[src/rtl/cmos_sweep_pkg.sv]
// cmos_sweep_pkg: shared state type, sizes and golden AOI function for the gate sweep
package cmos_sweep_pkg;
  typedef enum logic [1:0] {IDLE, SETTLE, SAMPLE, DONE} sweep_state_e;
  localparam int VEC_W = 4;
  localparam int NUM_VEC = 16;
  function automatic logic expected_y(input logic [VEC_W-1:0] vec);
    return ~(vec[0] | (vec[3] & (vec[2] | vec[1])));
  endfunction
endpackage

[src/rtl/sweep_settle_timer.sv]
// sweep_settle_timer: loadable down-counter with zero flag timing each vector's settle window
module sweep_settle_timer (
  input  logic       clk,
  input  logic       rst_n,
  input  logic       load,
  input  logic [3:0] load_val,
  input  logic       en,
  output logic       zero
);
  logic [3:0] cnt;
  assign zero = cnt == 4'd0;
  always_ff @(posedge clk or negedge rst_n)
    if (!rst_n) cnt <= 4'd0;
    else cnt <= load ? load_val : (en && !zero) ? cnt - 4'd1 : cnt;
endmodule

[src/rtl/cmos_gate_sweep_ctrl.sv]
// cmos_gate_sweep_ctrl: walks all 16 AOI gate input vectors, samples Y after a settle time
// and reports pass, mismatch count and first failing vector
module cmos_gate_sweep_ctrl
  import cmos_sweep_pkg::*;
#(
  parameter int SETTLE_CYCLES = 2,
  parameter bit STOP_ON_FAIL  = 0
) (
  input  logic       clk,
  input  logic       rst_n,
  input  logic       start,
  input  logic       abort,
  output logic       drv_a,
  output logic       drv_b,
  output logic       drv_c,
  output logic       drv_d,
  input  logic       y_in,
  output logic       busy,
  output logic       done,
  output logic       pass,
  output logic [4:0] err_count,
  output logic       first_fail_valid,
  output logic [3:0] first_fail_vec
);
  sweep_state_e state;
  logic [VEC_W-1:0] vec, drv;
  logic tmr_load, tmr_zero, mism, last;
  logic [4:0] err_next;
  assign {drv_a, drv_b, drv_c, drv_d} = drv;
  assign mism = y_in != expected_y(vec);
  assign err_next = err_count + 5'(mism);
  assign last = (vec == VEC_W'(NUM_VEC - 1)) || (STOP_ON_FAIL && mism);
  // timer restarts whenever a new vector is driven onto the gate
  assign tmr_load = !abort && ((state == IDLE && start) || (state == SAMPLE && !last));
  sweep_settle_timer u_timer (
    .clk     (clk),
    .rst_n   (rst_n),
    .load    (tmr_load),
    .load_val(4'(SETTLE_CYCLES - 1)),
    .en      (state == SETTLE),
    .zero    (tmr_zero)
  );
  always_ff @(posedge clk or negedge rst_n) begin
    if (!rst_n) begin
      state            <= IDLE;
      vec              <= '0;
      drv              <= '0;
      busy             <= 1'b0;
      done             <= 1'b0;
      pass             <= 1'b0;
      err_count        <= '0;
      first_fail_valid <= 1'b0;
      first_fail_vec   <= '0;
    end else begin
      done <= 1'b0;
      case (state)
        IDLE: if (start && !abort) begin
          state            <= SETTLE;
          busy             <= 1'b1;
          vec              <= '0;
          drv              <= '0;
          pass             <= 1'b0;
          err_count        <= '0;
          first_fail_valid <= 1'b0;
          first_fail_vec   <= '0;
        end
        SETTLE: if (abort) begin
          state <= IDLE;
          busy  <= 1'b0;
          drv   <= '0;
        end else if (tmr_zero) state <= SAMPLE;
        SAMPLE: if (abort) begin
          state <= IDLE;
          busy  <= 1'b0;
          drv   <= '0;
        end else begin
          err_count <= err_next;
          if (mism && !first_fail_valid) begin
            first_fail_valid <= 1'b1;
            first_fail_vec   <= vec;
          end
          if (last) begin
            state <= DONE;
            busy  <= 1'b0;
            done  <= 1'b1;
            drv   <= '0;
            pass  <= err_next == 5'd0;
          end else begin
            state <= SETTLE;
            vec   <= vec + 1'b1;
            drv   <= vec + 1'b1;
          end
        end
        default: state <= IDLE;
      endcase
    end
  end
endmodule

[config.mk]
export PLATFORM = sky130hd
export DESIGN_NAME = cmos_gate_sweep_ctrl
export DESIGN_NICKNAME = d
export VERILOG_FILES = /design/src/rtl/cmos_sweep_pkg.sv /design/src/rtl/sweep_settle_timer.sv /design/src/rtl/cmos_gate_sweep_ctrl.sv
export SDC_FILE = /design/constraint.sdc
export NUM_CORES = 1
export LEC_CHECK = 0
export ABC_AREA = 1
export CAP_MARGIN = 10
export CORE_ASPECT_RATIO = 0.9
export CORE_MARGIN = 4
export CORE_UTILIZATION = 48
export DETAILED_ROUTE_END_ITERATION = 8
export PLACE_DENSITY = 0.75
export SYNTH_ARGS = -nofsm -noshare
export SYNTH_HDL_FRONTEND = slang
export SYNTH_SLANG_ARGS = --single-unit
[constraint.sdc]
create_clock -name clk -period 1.9 [get_ports clk]
set_input_delay 0.38 -clock clk [delete_from_list [all_inputs] [get_ports clk]]
set_output_delay 0.38 -clock clk [all_outputs]
set_load 0.05 [all_outputs]
# --- After elaboration in Yosys (flattened, before gate mapping) ---
# Index checks and enable logic that the tools add are counted.
totals:
  latchBits: 0
  ram_bits: 0
  wordCells: 90
  romBits: 0
  n_memories: 0
  input_bits: 5
  out_inout_bits: 17
  ff_bits: 27
classes:
  n_div: 0
  n_addsub: 3
  eq_ne: 12
  order_cmp: 0
  mux: 37
  shift: 0
  mul: 0
  bitwise_logic: 4
  reduce_logical: 24
op_table:
  columns: ["operator", "n"]
  rows:
  - ["4-bit two-way mux", 10]
  - ["4-bit one-hot mux with 2 select lines", 2]
  - ["4-bit AND reduction", 4]
  - ["1-bit two-way mux", 12]
  - ["4-bit one-hot mux with 3 select lines", 1]
  - ["2-bit two-way mux", 5]
  - ["5-bit two-way mux", 2]
  - ["5-bit one-hot mux with 2 select lines", 1]
  - ["2-bit inequality test (second input constant)", 4]
  - ["1-bit logical AND", 6]
  - ["3-bit inequality test (second input constant)", 2]
  - ["2-bit one-hot mux with 3 select lines", 1]
  - ["3-bit AND reduction", 2]
  - ["5-bit by 1-bit adder with 5-bit output", 1]
  - ["5-bit logical NOT", 1]
  - ["4-bit by 1-bit adder with 4-bit output (second input constant)", 1]
  - ["4-bit equality test (second input constant)", 1]
  - ["1-bit logical NOT", 4]
  - ["4-bit logical NOT", 1]
  - ["2-bit by 1-bit inequality test with 1-bit output (second input constant)", 2]
  - ["1-bit one-hot mux with 2 select lines", 2]
  - ["2-bit nonzero test", 2]
  - ["4-bit by 1-bit subtractor with 4-bit output (second input constant)", 1]
  - ["1-bit one-hot mux with 3 select lines", 1]
  - ["other kinds (10)", 11]

# --- Longest topological paths before layout ---
# Gate-level depths: netlist of the first run.
depth:
  depth_word: 10
  ltp_mapped: 11
  ltp_nobuf: 11

# --- Modules after synthesis ---
# Synthesis of the first run repeated with hierarchy kept, for this count alone.
hier_totals:
  cells_unflattened: 195
  area_unflattened_um2: 1552.7
by_module_without_submodules:
  columns: ["module", "cells_each", "area_each_um2", "instances", "seq_area_each_um2"]
  rows:
  - ["cmos_gate_sweep_ctrl", 149, 1257.5, 1, 575.6]
  - ["sweep_settle_timer", 46, 295.3, 1, 100.1]

# --- Worst setup path after synthesis of the first run ---
# OpenSTA, ideal clock, no wires.
synth_path:
  path_kind: "register to register"
  start: "register vec[2]"
  end: "register pass"
  stages_incl_launch_ff: 11
  synth_period_minus_slack_ps: 1827
  required_ps: 1780
  t_arrival_ps: 1707
  setup_time_ps: 120
  setup_slack_ps: 73
  n_path_buf: 0
  path_cell_list: "dfrtp_1 o21ai_1 nand3_2 and2_2 ha_1 ha_1 nand3_1 xor2_1 nor2_1 nand3_1 nand2_1"
synth_via:
  elab_chain_len: 10
  word_cells_on_any_way: 13
  cone_classes: "1 x add/sub; 3 x eq/ne; 3 x mux; 4 x bitwise; 2 x reduce/logical"
synth_lines:
  columns: ["item", "line", "source"]
  rows:
  - ["start, declared", "cmos_gate_sweep_ctrl.sv:26", "logic [VEC_W-1:0] vec, drv;"]
  - ["start signal, assigned", "cmos_gate_sweep_ctrl.sv:90", "vec <= vec + 1'b1;"]
  - ["1-bit bitwise OR", "cmos_sweep_pkg.sv:7", "return ~(vec[0] | (vec[3] & (vec[2] | vec[1])));"]
  - ["1-bit bitwise AND", "cmos_sweep_pkg.sv:7", null]
  - ["1-bit bitwise OR", "cmos_sweep_pkg.sv:7", null]
  - ["1-bit inverter", "cmos_sweep_pkg.sv:7", null]
  - ["1-bit inequality test", "cmos_gate_sweep_ctrl.sv:30", "assign mism = y_in != expected_y(vec);"]
  - ["5-bit by 1-bit adder with 5-bit output", "cmos_gate_sweep_ctrl.sv:31", "assign err_next = err_count + 5'(mism);"]
  - ["5-bit logical NOT", "cmos_gate_sweep_ctrl.sv:87", "pass <= err_next == 5'd0;"]
  - ["1-bit two-way mux", "cmos_gate_sweep_ctrl.sv:82", "if (last) begin"]
  - ["1-bit two-way mux", "cmos_gate_sweep_ctrl.sv:72", "SAMPLE: if (abort) begin"]
  - ["1-bit one-hot mux with 2 select lines", "cmos_gate_sweep_ctrl.sv:56", "case (state)"]
  - ["end signal, assigned", "cmos_gate_sweep_ctrl.sv:50", "pass <= 1'b0;"]
  - ["end signal, assigned", "cmos_gate_sweep_ctrl.sv:62", "pass <= 1'b0;"]
  - ["end signal, assigned", "cmos_gate_sweep_ctrl.sv:87", null]
  - ["end, declared", "cmos_gate_sweep_ctrl.sv:20", "output logic pass,"]
# Parallel ways exist; a longest one is shown, timed or not. The select of a mux whose other input is x is not followed.
# A chain may end at the register's enable or synchronous reset.

# --- Worst setup path after layout of the first run ---
# Same ends and word-level chain as after synthesis.

==> impl.org, run 1 <==
** Run status
- Status :: complete, no violations

** Logic synthesis
- Share of the yosys chip area belonging to registers :: 0.440
- After synthesis, the mean cell area works out to 8.77 um2.
- By count the netlist is led by 33 x sky130_fd_sc_hd__nand2_1, 27 x sky130_fd_sc_hd__dfrtp_1, 20 x sky130_fd_sc_hd__inv_1.
- Synthesis handed over a netlist of 175 instances.
- Cell variety after synth :: 31
- Post-synthesis net count :: 189
- Top cells by area, synth :: sky130_fd_sc_hd__dfrtp_1 44%, sky130_fd_sc_hd__nand2_1 8.1%, sky130_fd_sc_hd__ha_1 7.3%
- Post-synth EDFFs :: 0
- #FFs+latches synth :: 27
- The Yosys step of the flow raised 0 warnings.
- Cell type with the highest aggregate area in the netlist :: sky130_fd_sc_hd__dfrtp_1
- Most common cell in the netlist :: sky130_fd_sc_hd__nand2_1
- Top_reg_cell synth :: sky130_fd_sc_hd__dfrtp_1
- Proportion of register bits with asynchronous set or reset after synthesis :: 1.00
- Of the post-synthesis cell area, the dominant cell type holds 0.440.
- The synthesized netlist occupies a cell area of 0.00153 mm2.

** Timing
- The number of pins with negative max-slew slack in the final report was 0.
- Worst Setup Slack, final :: 43.3 ps
- Final Skew :: 4.66 ps
- Final setup vio count :: 0
- Highest achievable clock rate :: 539 MHz
- Of the available clock period, the critical path in the final layout requires 0.977.
- Setup repair after global routing could not meet its margin everywhere.
- Hold Fails Final Rpt :: 0
- After layout, the minimum clock period comes to 1860 ps.
- After routing, the total negative slack on setup checks comes to 0 ps.
- For the pin with the worst max-slew slack, the measured transition is 507 ps.
- Relative max-transition margin :: 0.661

** Global routing
- First-pass GRT wire length :: 5350 um
- The number of global-route vias before repair came to ~1,200.
- Met2 Track Usage GR :: 0.291
- In the global route stage, met1 resource usage came out at 0.216.
- Routing layer with the top usage in global route :: met2
- Entering global routing, the biggest net connects 28 pins.
- Overall Global Routing Usage :: 0.171
- GR met3 Demand/Resource :: 0.0365
- The initial antenna violation count came to 0.
- Overall overflow remaining after global route :: 0

** CTS
- Clock edge transition at the registers on the reported setup and hold paths :: 140 ps
- Counting along the longest clock path gives a buffer depth of 2.
- TritonCTS clock tree :: yes
- Clock latency on the worst-skew pair :: roughly 320 ps
- Clock Sink Count :: 27
- Number of buffers created by CTS :: 3
- The cell sitting at the root of the clock tree is a sky130_fd_sc_hd__clkbuf_4.
- In this run the number of H-tree levels came out at 1.

** Placement
- OpenSTA, run right after detailed placement, puts the worst setup slack at -301 ps.
- Summed over all nets, the half-perimeter wirelength after detailed placement is ~2500 um.
- The congestion estimate from routability-driven global placement came to 0.851.
- Input and output buffers added on the ports amount to 21.

** Route
- After detailed routing, the number of remaining DRC violations is 0.
- Before antenna repair, the detailed router went through 4 iterations.
- The first routing iteration left 95 violations.
- The count of nets left with antenna violations once routing finished came out at 0.
- Ratio of routed vias to standard cells :: roughly 5.1
- After detailed routing, the average wire length per cell comes to 13.1 um.
- Summed over all layers, the routed wires come to about 3200 um.
- Total number of vias :: 1,268

** Setup path
- Data arrives at the worst endpoint at between 2000 and 2500 ps.
- Counting cells, the worst reg-to-reg path comes to 10.
- Crit Path Class :: flip-flop to flip-flop
- Kind of end point of the critical path :: flip-flop
- For the worst setup path, the data required time is 2130 ps.
- STA classifies the critical path startpoint as a flip-flop.
- Max FO, Critical Path :: 2

** Floorplan
- I/O pins :: 22
- The die is 67.6 um wide.
- Number of rows in the core area :: 19
- Vertical die dimension :: just over 60 um
- The die covers 0.00417 mm2.
- After floorplanning, the core was sized to cover ~0.0031 mm2.
- For this configuration, the core starts out at a cell density of 0.500.

** Power and ir drop
- After layout, the design draws a total of 2.31 mW.
- Summed over all cells, the static leakage comes to 1.06 nW.
- Dividing total power by cell area gives a power density of around 1200 mW/mm2.
- Across the VDD grid, the largest voltage drop is 0.807 mV.

** Flow run
- Max-cap violations in this run came to 0.

** Final layout
- Post-route core utilization :: 0.616
- Compared with the post-synthesis result, the final layout area differs by 23.2%.
- The number of antenna diodes in the final layout is 0.
- Count of nets after finishing :: 221
- In the final layout, the share of cells above drive strength 1 is 0.257.

** Min path
- The min-delay analysis places its worst path in the category input port to async pin.
==> path summary, 6_finish.rpt <==
| check | from | end | slack [ps] |
|---|---|---|---|
| setup / recovery | vec[2]$_DFFE_PN0P_ | pass$_DFFE_PN0P_ | 40 |
| hold / removal | rst_n | err_count[3]$_DFFE_PN0P_ | 410 |
| setup reg to reg | vec[2]$_DFFE_PN0P_ | pass$_DFFE_PN0P_ | 40 |
| hold reg to reg | first_fail_vec[1]$_DFFE_PN0P_ | first_fail_vec[1]$_DFFE_PN0P_ | 480 |
| max in group asynchronous | rst_n | first_fail_vec[0]$_DFFE_PN0P_ | 1240 |
| min in group clk | first_fail_vec[1]$_DFFE_PN0P_ | first_fail_vec[1]$_DFFE_PN0P_ | 480 |
==> layout by cell type, fill, tap and decap left out <==
| cell type | n |
|---|---|
| sky130_fd_sc_hd__buf_4 | 18 |
| sky130_fd_sc_hd__ha_4 | 2 |
| sky130_fd_sc_hd__and2_2 | 1 |
| sky130_fd_sc_hd__inv_1 | 20 |
| sky130_fd_sc_hd__a31oi_1 | 1 |
| sky130_fd_sc_hd__nand2_2 | 4 |
| sky130_fd_sc_hd__inv_2 | 7 |
| sky130_fd_sc_hd__xor2_1 | 3 |
| sky130_fd_sc_hd__nand4_1 | 1 |
| sky130_fd_sc_hd__nor2_2 | 1 |
| sky130_fd_sc_hd__xnor2_2 | 1 |
| sky130_fd_sc_hd__inv_4 | 1 |
| sky130_fd_sc_hd__o21bai_1 | 1 |
| sky130_fd_sc_hd__dlymetal6s2s_1 | 7 |
| sky130_fd_sc_hd__o21ai_2 | 3 |
| sky130_fd_sc_hd__clkbuf_1 | 1 |
| sky130_fd_sc_hd__o22ai_1 | 2 |
| sky130_fd_sc_hd__o31ai_1 | 1 |
| sky130_fd_sc_hd__nand3_2 | 3 |
| sky130_fd_sc_hd__nand2_1 | 33 |
| sky130_fd_sc_hd__a21oi_1 | 2 |
| sky130_fd_sc_hd__nor3b_2 | 1 |
| sky130_fd_sc_hd__nor3_2 | 2 |
| sky130_fd_sc_hd__nor2_4 | 1 |
| sky130_fd_sc_hd__clkbuf_4 | 3 |
| sky130_fd_sc_hd__o21ai_1 | 18 |
| sky130_fd_sc_hd__nand2_4 | 4 |
| sky130_fd_sc_hd__nand3_1 | 12 |
| sky130_fd_sc_hd__nand3_4 | 1 |
| sky130_fd_sc_hd__xnor2_1 | 1 |
| sky130_fd_sc_hd__dfrtp_1 | 27 |
| sky130_fd_sc_hd__nor3_1 | 1 |
| sky130_fd_sc_hd__nor2_1 | 9 |
| sky130_fd_sc_hd__ha_1 | 7 |
| sky130_fd_sc_hd__o21ai_0 | 1 |
| sky130_fd_sc_hd__or2_0 | 1 |
| sky130_fd_sc_hd__clkdlybuf4s50_1 | 4 |
==> metrics by stage <==
| step | cell area, um2 | hold WS (ps) | std cells |
|---|---|---|---|
| after CTS | 1850 | 418 | 248 |
| after global placement | 1810 | 455 | 244 |
| final | 1890 | 406 | 248 |
| after detailed placement | 1810 | 458 | 244 |
| after global routing | 1890 | 423 | 248 |
| after floorplan | 1530 | 84.4 | 175 |
==> flip-flops by register name, indices dropped and copies added, names as in the netlist <==
name	cells
drv	4
pass	1
vec	4
state	2
err_count	5
first_fail_vec	4
u_timer.cnt	4
busy	1
first_fail_valid	1
done	1
==> worst max-delay path, stage by stage (launching register included) <==
cell and delay, ps:
sky130_fd_sc_hd__dfrtp_1 420, sky130_fd_sc_hd__o21ai_2 190, sky130_fd_sc_hd__nand3_2 90, sky130_fd_sc_hd__and2_2 220, sky130_fd_sc_hd__ha_4 170, sky130_fd_sc_hd__ha_4 170, sky130_fd_sc_hd__nand3_1 100, sky130_fd_sc_hd__xor2_1 220
sky130_fd_sc_hd__nor2_1 70, sky130_fd_sc_hd__nand3_1 70, sky130_fd_sc_hd__nand2_1 50
==> where the power goes <==
part	internal, mW	total [mW]	leakage, nW	switching [mW]
combinational	0.427	1.30	0.683	0.874
sequential	0.682	0.760	0.365	0.0777
clock	0.0821	0.245	0.0150	0.163
==> metal layers <==
metal,up-vias,share of wire
met1,594,0.46
met2,40,0.47
li1,628,-
met3,6,0.052
met4,0,0.014
met5,-,0
==> area by class of cell <==
type | count | area, um2
multi-input combinational | 118 | 764
fill | 259 | 1180
tap | 42 | 52.6
sequential | 27 | 676
timing repair buffer | 29 | 263
inverter | 28 | 108
clock buffer | 4 | 26.3
==> repair_timing <==
| action | 4_1_cts | 5_1_grt |
|---|---|---|
| endpoints found under the setup margin | 2 | 9 |
| gates cloned | 0 | 0 |
| gates resized for setup | 3 | 10 |
| hold buffers | 0 | 0 |
| buffers inserted | 0 | 0 |
| pin swaps | 2 | 2 |
==> logic make-up (layout without fill, tap and decap cells) <==
group / count (synthesis) / in the layout / synth area share
and+or+nand+nor: 75 / 75 / 0.268
buffers and inverters: 30 / 61 / 0.0848
AOI/OAI and AO/OA: 29 / 29 / 0.105
DFF: 27 / 27 / 0.440
adders and majority gates: 9 / 9 / 0.0734
xor gates and xnor gates: 5 / 5 / 0.0286
No activity file was read; power rests on OpenSTA's default activity.
==> run 2, diff against run 1 <==
--- a/config.mk
+++ b/config.mk
@@ -8,10 +8,11 @@
 export ABC_AREA = 1
 export CAP_MARGIN = 10
 export CORE_ASPECT_RATIO = 0.9
-export CORE_MARGIN = 4
-export CORE_UTILIZATION = 48
+export CORE_UTILIZATION = 56
 export DETAILED_ROUTE_END_ITERATION = 8
-export PLACE_DENSITY = 0.75
+export DONT_BUFFER_PORTS = 1
+export GPL_TIMING_DRIVEN = 0
+export PLACE_DENSITY = 0.74
 export SYNTH_ARGS = -nofsm -noshare
 export SYNTH_HDL_FRONTEND = slang
 export SYNTH_SLANG_ARGS = --single-unit
==> run 2 against run 1 <==
Net effect: the flow now finishes with violations (design-rule violations); combinational power fell by 18%; clock skew barely moved; non-clock buffer count fell by 23; sequential cell count did not move; die area fell by 29%; worst setup slack improved by 94 ps; maximum frequency rose by 5.3%; via count fell by 9.4%; critical path type unchanged; largest cell class unchanged.
==> impl.org, run 2 (synthesis gave the netlist of run 1 again) <==
** Setup path
- In this run the worst path has a maximum fanout of 2.
- The worst setup path is of the flip-flop to flip-flop kind.
- Kind of start point of the critical path :: flip-flop
- The worst setup path is captured at a flip-flop.
- Data arrives at the worst endpoint at 2040 ps.
- STA puts the critical path data required time at 2180 ps.

** Route
- The count of nets left with antenna violations once routing finished came out at 0.
- Routed wire length :: approximately 2800 um
- Ratio of routed vias to standard cells :: 5.45
- Post-detailed-route wirelength per cell :: ~13 um
- Violation count after the first detailed-route iteration :: 31
- The first TritonRoute pass finished after 6 iterations.
- Total number of vias :: 1,149
- In the routed design, unresolved DRC markers number 2.

** Final layout
- Number of standard cells in the final layout excluding fillers :: around 210
- FF/Latch Area :: between 600 and 700 um2
- Largest register by flop count :: err_count
- The area growth from synthesis to layout is 9.87%.
- Post-route core utilization :: 0.666
- Commonest non-fill, non-tap cell in the layout :: sky130_fd_sc_hd__nand2_1
- The library cells used most frequently in the layout, excluding fill and tap cells, are 33 x sky130_fd_sc_hd__nand2_1, 25 x sky130_fd_sc_hd__dfrtp_1, 20 x sky130_fd_sc_hd__inv_1, 18 x sky130_fd_sc_hd__o21ai_1, 11 x sky130_fd_sc_hd__nand3_1.
- Total of fill cells in the finished design :: 209
- The register with the most flip-flops in the layout has 5 of them.
- Area of combinational cells with multiple inputs :: 771 um2
- Antenna diode count :: 0
- Count of nets after finishing :: around 200
- Layout cells sized above 1 :: 0.235

** Run status
- Violations in the final reports :: design-rule violations
- The run finished, with violations left.

** Global routing
- Antenna violations before repair :: 0
- Overall overflow remaining after global route :: 0
- Entering global routing, the biggest net connects 28 pins.
- Overall Global Routing Usage :: 0.219
- Vias in the first global route :: between 1,000 and 1,500
- First-pass GRT wire length :: 4810 um

** Timing
- The number of pins with negative max-slew slack in the final report came to 0.
- Final Skew :: 4.91 ps
- Relative max-transition margin :: 0.560
- For the pin with the worst max-slew slack, the measured transition is 660 ps.
- In the finished design, the share of the clock period the worst path needs comes to 0.928.
- Across all setup checks in the final design, the least slack found is roughly 140 ps.
- Final hold analysis gives a worst-case slack of approximately 110 ps.
- Final setup vio count :: 0
- Time the worst path needs with I/O delays and setup :: 1760 ps
- Highest achievable clock rate :: 567 MHz
- Hold Fails Final Rpt :: 0

** Placement
- The number of placed instances, taps included, is 203.
- Post-detailed-placement half-perimeter wirelength :: 2090 um
- Final estimated routing congestion in global placement :: roughly 0.82
- Worst Setup Slack post-DPL :: -84.6 ps
- In this run the tool buffered the top-level ports with 0 buffer cells.

** Flow run
- Number of maximum-capacitance constraint violations :: 0

** Floorplan
- The die is 57.2 um wide.
- Number of rows in the core area :: 17
- From bottom edge to top edge, the die measures 51.7 um.
- In this run the count of I/O pins placed on the die edge is 22.
- Starting density of the core :: 0.606
- The die covers 0.00295 mm2.
- Core area :: 0.00253 mm2

** CTS
- Clock edge transition at the registers on the reported setup and hold paths :: 140 ps
- The root buffer cell chosen for the clock tree is sky130_fd_sc_hd__clkbuf_4.
- The clock passes through at most 2 buffers.
- In this run the number of H-tree levels came out at 1.
- Counting the buffers created by CTS gives 3.
- The clock net in this run drives a total of 27 sinks.
- Clock latency on the worst-skew pair :: 320 ps
- TritonCTS clock tree :: yes

** Power and ir drop
- For this design the ratio of total power to cell area is between 1000 and 1500 mW/mm2.
- Leakage power :: 0.833 nW
- Largest vdd supply drop :: 0.925 mV

** Min path
- Class of the tightest hold or removal check :: input port to flip-flop
-- run 2: changes by cell type in the layout (fill, tap and decap cells not counted) --
cell                              change
sky130_fd_sc_hd__and2_2               -1
sky130_fd_sc_hd__and2_4               +1
sky130_fd_sc_hd__buf_12               +1
sky130_fd_sc_hd__buf_4               -16
sky130_fd_sc_hd__buf_6                +2
sky130_fd_sc_hd__clkdlybuf4s50_1      -4
sky130_fd_sc_hd__dfrtp_1              -2
sky130_fd_sc_hd__dfrtp_2              +2
sky130_fd_sc_hd__dlygate4sd3_1        +1
sky130_fd_sc_hd__dlymetal6s2s_1       -7
sky130_fd_sc_hd__nand3_1              -1
sky130_fd_sc_hd__nand3_2              +1
-- run 2: path summary, 6_finish.rpt --
| kind | startpoint | end | slack (ps) | cells after the start |
|---|---|---|---|---|
| min | abort | done$_DFF_PN0_ | 110 | 1 |
| max in group asynchronous | rst_n | vec[2]$_DFFE_PN0P_ | 1250 | 2 |
| max reg2reg | vec[1]$_DFFE_PN0P_ | pass$_DFFE_PN0P_ | 140 | 10 |
| min reg2reg | vec[0]$_DFFE_PN0P_ | vec[0]$_DFFE_PN0P_ | 550 | 1 |
| min in group asynchronous | rst_n | pass$_DFFE_PN0P_ | 490 | 2 |
| max | vec[1]$_DFFE_PN0P_ | pass$_DFFE_PN0P_ | 140 | 10 |
-- run 2: layout make-up --
type	count	area share
multi-input combinational	118	0.457
sequential	27	0.402
inverter	28	0.0638
timing repair buffer	4	0.0267
tap	28	0.0208
clock buffer	4	0.0156
buffer	2	0.0134
-- run 2: layer usage --
| layer | track usage | routed length (um) | vias to the layer above |
|---|---|---|---|
| met1 | 0.267 | 1330 | 539 |
| met5 | 0 | 0 | - |
| met4 | 0.0569 | 23 | 0 |
| met2 | 0.369 | 1340 | 23 |
| li1 | - | - | 582 |
| met3 | 0.0796 | 146 | 5 |
-- run 2: timing repair --
action / 4_1_cts / 5_1_grt
gates cloned: 0 / 0
buffers inserted: 2 / 0
pin swaps: 0 / 5
endpoints found under the hold margin: 27 / 0
endpoints found under the setup margin: 2 / 2
hold buffers: 2 / 0
gates resized for setup: 2 / 8
-- run 2: stage by stage --
stage                     cell area, um2  power (mW)  setup TNS [ps]
after floorplan                     1530        1.76               0
after global placement              1570        1.90           -68.7
after detailed placement            1570        1.94            -101
after CTS                           1650        2.21               0
after global routing                1690        2.41         -0.0178
final                               1690        2.22               0
-- run 2: worst max-delay path, stage by stage (launching register included) --
cell                      delay (ps)
sky130_fd_sc_hd__dfrtp_1         420
sky130_fd_sc_hd__o21ai_2         170
sky130_fd_sc_hd__nand3_2         110
sky130_fd_sc_hd__and2_4          170
sky130_fd_sc_hd__ha_4            160
sky130_fd_sc_hd__ha_4            170
sky130_fd_sc_hd__xnor2_2         150
sky130_fd_sc_hd__nand4_1         100
sky130_fd_sc_hd__nor2_1          120
sky130_fd_sc_hd__nand3_1          80
sky130_fd_sc_hd__nand2_1          70
-- run 2: power by group --
group	leakage [nW]	switching [mW]	internal, mW
clock network	0.0150	0.163	0.0823
logic	0.456	0.673	0.382
registers	0.362	0.239	0.681
total	0.833	1.08	1.15
==> run 3, diff against run 2 <==
--- a/config.mk
+++ b/config.mk
@@ -15,4 +15,5 @@
 export PLACE_DENSITY = 0.74
 export SYNTH_ARGS = -nofsm -noshare
 export SYNTH_HDL_FRONTEND = slang
+export SYNTH_HIERARCHICAL = 1
 export SYNTH_SLANG_ARGS = --single-unit
==> run 3 against run 2 <==
Net effect: the run still ends with design-rule violations left; cell count up 15%; wire length up 12%; die area up 1.2%; global-route usage up 0.83 points; clock power up 9.0%; clock skew up 3.2 ps; sequential power up 9.7%; worst setup slack worse by 100 ps; via count up 12%; combinational power up 19%; core utilization up 5.0 points; critical path type unchanged; largest power group unchanged.
==> impl.org, run 3 <==
** Logic synthesis
- Count of warnings emitted by yosys :: 6
- Cell type with the highest aggregate area in the netlist :: sky130_fd_sc_hd__dfrtp_1
- Each instance of the synthesized netlist takes up on average 7.96 um2.
- Area of the mapped netlist :: 0.00155 mm2
- The share of the Yosys chip area taken by registers is 0.435.
- Cell variety after synth :: 30
- The most used flip-flop cell after synthesis is sky130_fd_sc_hd__dfrtp_1.
- Of the post-synthesis cell area, the dominant cell type holds 0.435.
- Counting flops with a built-in enable in the synthesized netlist gives 0.
- Synthesis inferred 27 register bits.
- Most common cell in the netlist :: sky130_fd_sc_hd__nand2_1
- Proportion of register bits with asynchronous set or reset after synthesis :: 1.00
- Number of instances in the synthesized netlist :: 195
- Top cells by area, synth :: sky130_fd_sc_hd__dfrtp_1 44%, sky130_fd_sc_hd__nand2_1 13%, sky130_fd_sc_hd__inv_1 6.5%
- Most frequent cells after synthesis :: 54 x sky130_fd_sc_hd__nand2_1, 27 x sky130_fd_sc_hd__dfrtp_1, 27 x sky130_fd_sc_hd__inv_1

** Timing
- Time the worst path needs with I/O delays and setup :: ~1900 ps
- Setup repair after global routing could not meet its margin everywhere.
- Relative max-transition margin :: 0.596
- In the finished design, the share of the clock period the worst path needs comes to 0.981.
- Static timing analysis puts the maximum clock frequency at approximately 540 MHz.
- For the final database, setup skew stands at between 8 and 9 ps.
- The hold violation count in the final report came to 0.
- For the pin with the worst max-slew slack, the measured transition is 605 ps.
- Max-slew violation count :: 0
- Setup violations remaining at the end of the flow were counted as 0.

** Floorplan
- After floorplanning, the core was sized to cover 0.00253 mm2.
- Die area :: ~0.003 mm2
- For this design the top-level I/O count stands at 22.
- The initial utilization of the core area, before any placement, comes to 0.613.
- In this run the vertical extent of the chip is 52.0 um.
- Number of rows in the core area :: 17
- Measured along the x axis, the die boundary spans approximately 58 um.

** Setup path
- Kind of end point of the critical path :: flip-flop
- Worst Path Required :: 2140 ps
- STA classifies the critical path startpoint as a flip-flop.
- Beginning of the worst register-to-register path :: vec[2]$_DFFE_PN0P_
- Max FO, Critical Path :: 3
- Instance count on the critical path :: 12
- The critical path starts at vec[2]$_DFFE_PN0P_.
- Delay of the slowest critical-path stage :: 440 ps
- Capture point of the worst reg-to-reg path :: pass$_DFFE_PN0P_
- CP Data Arrival Time :: 2110 ps
- Most used cell, CP :: sky130_fd_sc_hd__nand2_1
- Logic depth of the worst register-to-register path :: 12
- For this design, the slowest cell found on the critical path is sky130_fd_sc_hd__dfrtp_1.
- The critical path goes through o21ai_2, nand2_1, nand2_1, and2_4, buf_6, ha_4, ha_4, nand3_1, xor2_1, inv_1, nand3_1, nand2_1.
- The critical path is of the flip-flop to flip-flop type.
- In this design, the largest share of critical-path delay is due to simple AND/OR/NAND/NOR gates.
- Buffers and inverters on the worst path :: 2
- Across all register-to-register paths, the minimum setup slack is 40 ps.

** Route
- DRT antenna net count :: 0
- Ratio of routed vias to standard cells :: 5.33
- Dividing the detail-routed wire length by the instance count gives 13.1 um.
- The detailed router placed between 1,000 and 1,500 vias in this run.
- Violation count after the first detailed-route iteration :: 41
- For this run, design rule violations remaining after detail routing come to 2.
- The final layout contains routed wiring with a total length of 3180 um.
- The first detailed-routing pass ran for 8 iterations.

** Final layout
- Ranked by flip-flop count, first place goes to err_count.
- Count of nets after finishing :: about 230
- Max FFs per register :: 5
- From synthesis to final layout, the design area changed by 16.8%.
- In the layout the commonest cells are 53 x sky130_fd_sc_hd__nand2_1, 27 x sky130_fd_sc_hd__dfrtp_1, 25 x sky130_fd_sc_hd__inv_1, 15 x sky130_fd_sc_hd__o21ai_0, 13 x sky130_fd_sc_hd__nand3_1.
- Antenna diode count :: 0
- In the final layout, the share of cells above drive strength 1 is 0.210.
- The library cell used most frequently in the layout, excluding fill and tap cells, is sky130_fd_sc_hd__nand2_1.
- After filler insertion, the fill cell instance count of the layout stands at 199.
- Post-route core utilization :: 0.716

** Placement
- Input and output buffers added on the ports amount to 0.
- After legalization and detailed placement, the total HPWL measured 2170 um.
- Final estimated routing congestion in global placement :: 0.830

** Global routing
- The number of global-route vias before repair was 1,216.
- Antenna violations before repair :: 0
- The first global-routing pass estimated 5140 um of wire.
- Maximum number of pins on one net before global-route repair :: 28
- Overall overflow remaining after global route :: 0
- Overall Global Routing Usage :: 0.227

** CTS
- TritonCTS clock tree :: yes
- In this run the number of H-tree levels came out at 1.
- The tree is rooted in a sky130_fd_sc_hd__clkbuf_4.
- The tree built by TritonCTS fans out to 27 sinks.
- The later pin in the worst-skew pair is clocked with a latency of 340 ps.
- The number of clock buffers added by TritonCTS is 3.
- Longest Clk Path Bufs :: 2
- Clock edge transition at the registers on the reported setup and hold paths :: 160 ps

** Power and ir drop
- Leakage power :: 0.929 nW
- Total power density per cell area :: 1400 mW/mm2
- Total power :: 2.53 mW
- Largest vdd supply drop :: about 1.1 mV

** Min path
- Class of the tightest hold or removal check :: input port to flip-flop
- Along the worst hold path, the cell count comes to 1.
- Beginning of the worst hold path :: abort
- Min-Delay Endpoint :: done$_DFF_PN0_

** Run status
- Status :: complete, but fails checks
- Violations in the final reports :: design-rule violations

** Flow run
- Number of maximum-capacitance constraint violations :: 0
==> run 3: how the worst max path moves through the flow <==
stage / slack (ps) / to
floorplan: 40 / pass$_DFFE_PN0P_
global placement: -170 / u_timer/cnt[3]$_DFFE_PN0P_
detailed placement: -230 / u_timer/cnt[3]$_DFFE_PN0P_
CTS: -70 / pass$_DFFE_PN0P_
global route: -120 / pass$_DFFE_PN0P_
finish: 40 / pass$_DFFE_PN0P_
==> run 3: timing repair <==
item,4_1_cts,5_1_grt
gates resized for setup,4,12
hold buffers,2,0
setup endpoints to repair,7,8
endpoints found under the hold margin,27,0
pin swaps,2,10
setup buffers,3,8
==> run 3: power by group <==
group	internal (mW)	switching, mW
Sequential	0.708	0.300
Clock	0.0809	0.186
Combinational	0.462	0.796
Total	1.25	1.28
==> run 3: cell families (layout without fill, tap and decap cells) <==
logic type                 Yosys count  in the layout  synth area share
xor gates and xnor gates             4              4            0.0226
DFF                                 27             27             0.435
AOI/OAI and AO/OA                   27             27             0.106
buffers and inverters               34             51            0.0870
other                                2              4           0.00484
adders and majority gates            8              8            0.0645
and+or+nand+nor                     93             93             0.280
==> run 3: per-stage QoR <==
| step | std cells | setup TNS (ps) | instance area (um2) | hold slack [ps] | worst slack (ps) |
|---|---|---|---|---|---|
| floorplan | 197 | 0 | 1560 | 84.4 | 38.3 |
| CTS | 234 | -69.7 | 1700 | 109 | -69.4 |
| detailed placement | 225 | -928 | 1600 | 85.2 | -225 |
| global placement | 225 | -660 | 1600 | 85.2 | -172 |
| finish | 242 | 0 | 1810 | 106 | 36.3 |
| global route | 242 | -186 | 1810 | 98.5 | -122 |
==> run 3: layout make-up <==
cell class | count | area [um2] | area share
multi-input combinational | 136 | 818 | 0.451
sequential | 27 | 676 | 0.373
inverter | 32 | 123 | 0.0676
timing repair buffer | 13 | 113 | 0.0621
tap | 28 | 35.0 | 0.0193
clock buffer | 3 | 22.5 | 0.0124
buffer | 2 | 18.8 | 0.0104
clock inverter | 1 | 7.51 | 0.00414
==> run 3: layer usage <==
layer | GRT usage | up-vias | wire (um)
met2 | 0.359 | 35 | 1470
met3 | 0.0647 | 7 | 188
met1 | 0.302 | 594 | 1470
li1 | - | 655 | -
met5 | 0 | - | 0
met4 | 0.0732 | 0 | 44
